## config.mk

```make
export PLATFORM = sky130hd
export DESIGN_NAME = jtframe_zero
export DESIGN_NICKNAME = d
export VERILOG_FILES = /design/src/rtl/jtframe_zero.sv
export SDC_FILE = /design/constraint.sdc
export NUM_CORES = 1
export LEC_CHECK = 0
export CAP_MARGIN = 20
export CORE_MARGIN = 1
export CORE_UTILIZATION = 54
export DETAILED_ROUTE_END_ITERATION = 7
export PLACE_DENSITY = 0.76
export SYNTH_ARGS = -nofsm -noshare
export SYNTH_HDL_FRONTEND = slang
export SYNTH_SLANG_ARGS = --single-unit
```

## constraint.sdc

```tcl
create_clock -name clk -period 3.4 [get_ports clk]
set_input_delay 0.51 -clock clk [delete_from_list [all_inputs] [get_ports clk]]
set_output_delay 0.51 -clock clk [all_outputs]
set_load 0.05 [all_outputs]
```

## src/rtl/jtframe_zero.sv

```systemverilog
// Single-zero FIR pre-emphasis filter: y[k] = x[k] - a*x[k-1], a = a_in/2^WA.
// The product is built with one shift-add step per coefficient bit, so no DSP block is used.
module jtframe_zero #(
  parameter int WS = 16,
  parameter int WA = WS/2
) (
  input  logic          clk,
  input  logic          rst,
  input  logic          sample,
  input  logic [WS-1:0] sin,
  input  logic [WA-1:0] a,
  output logic [WS-1:0] sout,
  output logic          sout_valid,
  output logic          busy,
  output logic          drop
);

  localparam int CW = (WA > 1) ? $clog2(WA) : 1;

  localparam logic [1:0] IDLE = 2'd0;
  localparam logic [1:0] MUL  = 2'd1;
  localparam logic [1:0] OUT  = 2'd2;

  logic [1:0]       state;
  logic [CW-1:0]    cnt;
  logic [WS-1:0]    x;
  logic [WS-1:0]    x_prev;
  logic [WA-1:0]    a_l;
  logic [WS+WA-1:0] acc;

  logic [WS+WA-1:0] xext;
  logic [WS+WA-1:0] addend;
  logic [WS-1:0]    p;
  logic [WS:0]      diff;
  logic [WS-1:0]    dsat;

  // Taking the top WS bits of acc is the arithmetic shift by WA, i.e. floor toward -inf
  always_comb begin
    xext   = {{WA{x_prev[WS-1]}}, x_prev};
    addend = xext << cnt;
    p      = acc[WS+WA-1:WA];
    diff   = {x[WS-1], x} - {p[WS-1], p};
    dsat   = diff[WS-1:0];
    if (diff[WS] != diff[WS-1])
      dsat = diff[WS] ? {1'b1, {(WS-1){1'b0}}} : {1'b0, {(WS-1){1'b1}}};
  end

  assign busy = (state != IDLE);

  // A sample that lands while busy is ignored entirely; only the drop pulse records it
  always_ff @(posedge clk) begin
    if (rst) begin
      state      <= IDLE;
      cnt        <= '0;
      x          <= '0;
      x_prev     <= '0;
      a_l        <= '0;
      acc        <= '0;
      sout       <= '0;
      sout_valid <= 1'b0;
      drop       <= 1'b0;
    end else begin
      sout_valid <= 1'b0;
      drop       <= sample && (state != IDLE);
      case (state)
        IDLE: begin
          if (sample) begin
            x     <= sin;
            a_l   <= a;
            acc   <= '0;
            cnt   <= '0;
            state <= MUL;
          end
        end
        MUL: begin
          if (a_l[cnt]) acc <= acc + addend;
          if (cnt == CW'(WA-1)) state <= OUT;
          else                  cnt   <= cnt + 1'b1;
        end
        OUT: begin
          sout       <= dsat;
          sout_valid <= 1'b1;
          x_prev     <= x;
          state      <= IDLE;
        end
        default: state <= IDLE;
      endcase
    end
  end

endmodule
```

==> out/summary.txt <==
run status -> finished, final reports clean
IO buf count -> 45
final core occ -> 64.2%
number of synthesized flops with an enable pin -> 0
DRC Markers -> 0
Crit Path Max Fanout -> 11
critical path type -> flop to flop
most used cell, CP -> nor2_1
Hold Fails Final Rpt -> 0
die width -> 106 microns
routability-driven placement congestion ratio -> 0.953
# H-tree levels -> 3
via-per-instance ratio -> 5.95
hold-fix buffers at CTS -> 0
Initial DRC Count -> 255
Max IR drop VDD -> 363 uV
Setup-failing EPs final -> 0
chip height -> 106 microns
crit start category -> flop
Finished Cell Area -> 6690 sq um
Post-Synthesis Cell Area -> 5840 sq um
CP Cell Sequence -> mux2_2 -> mux4_2 -> ha_2 -> nand4_1 -> nor2_1 -> o2111ai_1 -> a31oi_1 -> nor2_1 -> or4b_1 -> nand3_1
slowest stage delay, CP -> 0.50 ns
Setup Total Neg Slack -> 0 ns
die area -> 11200 sq um
Slew HR -> 45.8%
Layout fillers -> 901
fin crit period -> 3.29 ns
worst path arrival time -> 3.62 ns
Crit. Startpoint -> cnt[1]
Slew @ Worst Pin -> 0.813 ns
largest net degree at the start of global routing -> 76
Critical Path Sink Type -> flop
synth unique cells -> 68
Pwr Density -> 367 nW/um^2
commonest non-fill, non-tap cell in the layout -> nand2_1
clock skew -> 0.0123 ns
post-synthesis cell count -> 733
CP required -> 3.72 ns
highest clock rate -> 304 MHz
ANT cells -> 0
reg-to-reg critical path startpoint -> cnt[1]
period utilization -> 96.9%
Post-Route WL -> 14300 microns
Post-Synthesis Net Count -> 803
Fin Hold WS -> 0.467 ns
boundary pin count -> 46
CP max stage cell -> or4b_1
total CTS buffers -> 9
post-synthesis register bit count -> 87
synthesized area per cell -> 7.97 sq um
max-cap violations -> 0
GRT Util Overall -> 26.7%
sequential share of the synthesized area -> 29.8%
commonest cells after routing, fill and taps aside -> 125 x nand2_1, 85 x dfxtp_1, 81 x a21oi_1
antenna violations before repair -> 0
Reg clk slew, reported paths -> 0.10 ns
synthesis warning total -> 0
setup bufs post-CTS -> 0
Post-DP HPWL -> 10600 microns
remaining global-route overflow -> 0
Worst-Skew Late Latency -> 0.38 ns
CTS tree -> built
main flop type after synthesis -> dfxtp_1
DP Area -> 6410 sq um
fraction of layout cells with a size suffix above 1 -> 11.6%
Max Root-Sink Buffers -> 2
leakage -> 2.62 nW
Area growth syn-to-layout -> 14.5%
async set-reset flop share out of synthesis -> 0%
CP bufs+invs -> 0
fin nets -> 834
clk sinks -> 87
core area -> 10400 sq um
vias -> 5381
wire length of the first global-routing pass -> 24000 microns
root buf cell -> clkbuf_8
vias in the first global route -> 5159
delay-heaviest family, CP -> simple AND/OR/NAND/NOR gates
min-delay worst type -> flop to flop
row count -> 37
wire per inst -> 15.8 microns
Max Slew Vio Count -> 0
remaining antenna violation count -> 0
min-delay src -> a_l[5]
number of detailed-route iterations in the first pass -> 7
Initial Utilization -> 56.1%
RSZ-0062 raised after global routing -> no
## cell families after synthesis
family | count (synthesis) | share of synthesized area, %
and+or+nand+nor | 250 | 19.0
AOI/OAI and AO/OA | 208 | 23.4
DFF | 87 | 29.8
buffers and inverters | 73 | 5.18
adders and majority gates | 58 | 12.3
xor gates and xnor gates | 31 | 4.97
muxes | 26 | 5.31
## cells in the mapped netlist (all sizes together), types with 6 or more instances
master | instances | area share, %
ha | 41 | 8.8
a22o | 10 | 1.5
a21oi | 83 | 7.2
nand4 | 6 | 0.64
nand2 | 126 | 8.1
buf | 11 | 1.2
clkbuf | 35 | 2.2
o211ai | 9 | 1.2
a211oi | 20 | 3.3
xor2 | 13 | 1.9
inv | 27 | 1.7
nand3 | 14 | 1.4
maj3 | 15 | 2.8
nor2 | 55 | 3.5
nand2b | 8 | 0.86
a31oi | 6 | 0.64
dfxtp | 87 | 30
nor2b | 8 | 0.86
nor3 | 8 | 0.69
a21o | 12 | 1.5
o21ai | 33 | 2.9
mux2i | 13 | 2.2
o21bai | 6 | 0.96
mux2 | 10 | 1.9
xnor2 | 18 | 3.0
## path summary, 6_finish.rpt
kind	slack (ns)	end	cells after the start
max	0.11	acc[22]	10
min	0.47	a_l[5]	2
max reg2reg	0.11	acc[22]	10
min reg2reg	0.47	a_l[5]	2
## report_power, final
group / internal [mW] / switching (mW)
Clock: 0.482 / 0.389
Combinational: 0.235 / 0.287
Sequential: 1.04 / 0.0204
Total: 1.76 / 0.696
## worst min-delay path: stages, from the launching register on
cell and delay, ns:
dfxtp_1 0.32, nand2_1 0.05, a21oi_1 0.05
## metrics by stage
| step | setup WS, ns | instances | power [mW] |
|---|---|---|---|
| after floorplan | 0.0908 | 733 | 1.49 |
| after global placement | 0.0848 | 888 | 1.59 |
| after detailed placement | -0.0129 | 888 | 1.60 |
| after CTS | 0.0910 | 903 | 2.47 |
| after global routing | 0.00252 | 904 | 2.57 |
| final | 0.105 | 904 | 2.45 |
## layer usage
metal	share of wire (%)	up-vias	GRT usage [%]
met1	44	2578	32.2
met4	3.5	0	11.0
met5	0	-	0
met3	3.5	34	6.13
met2	49	125	45.8
li1	-	2644	-
## registers in the layout, summed over array words and instances (netlist names)
register / count
sout: 16
drop: 1
state: 2
x: 16
x_prev: 16
cnt: 3
a_l: 8
acc: 24
sout_valid: 1
## cell type report
| class | instances | area (sq um) | share of cell area, % |
|---|---|---|---|
| Clock buffer | 9 | 124 | 1.85 |
| Clock inverter | 6 | 110 | 1.65 |
| Multi-Input combinational cell | 573 | 3820 | 57.1 |
| Timing Repair Buffer | 66 | 619 | 9.26 |
| Inverter | 27 | 101 | 1.51 |
| Sequential cell | 87 | 1750 | 26.1 |
| Tap cell | 136 | 170 | 2.54 |
## repair_timing
item / in CTS / in global routing
endpoints found under the setup margin: 1 / 7
gates cloned: 0 / 0
resized for setup: 1 / 9
No activity file was read; power rests on OpenSTA's default activity.
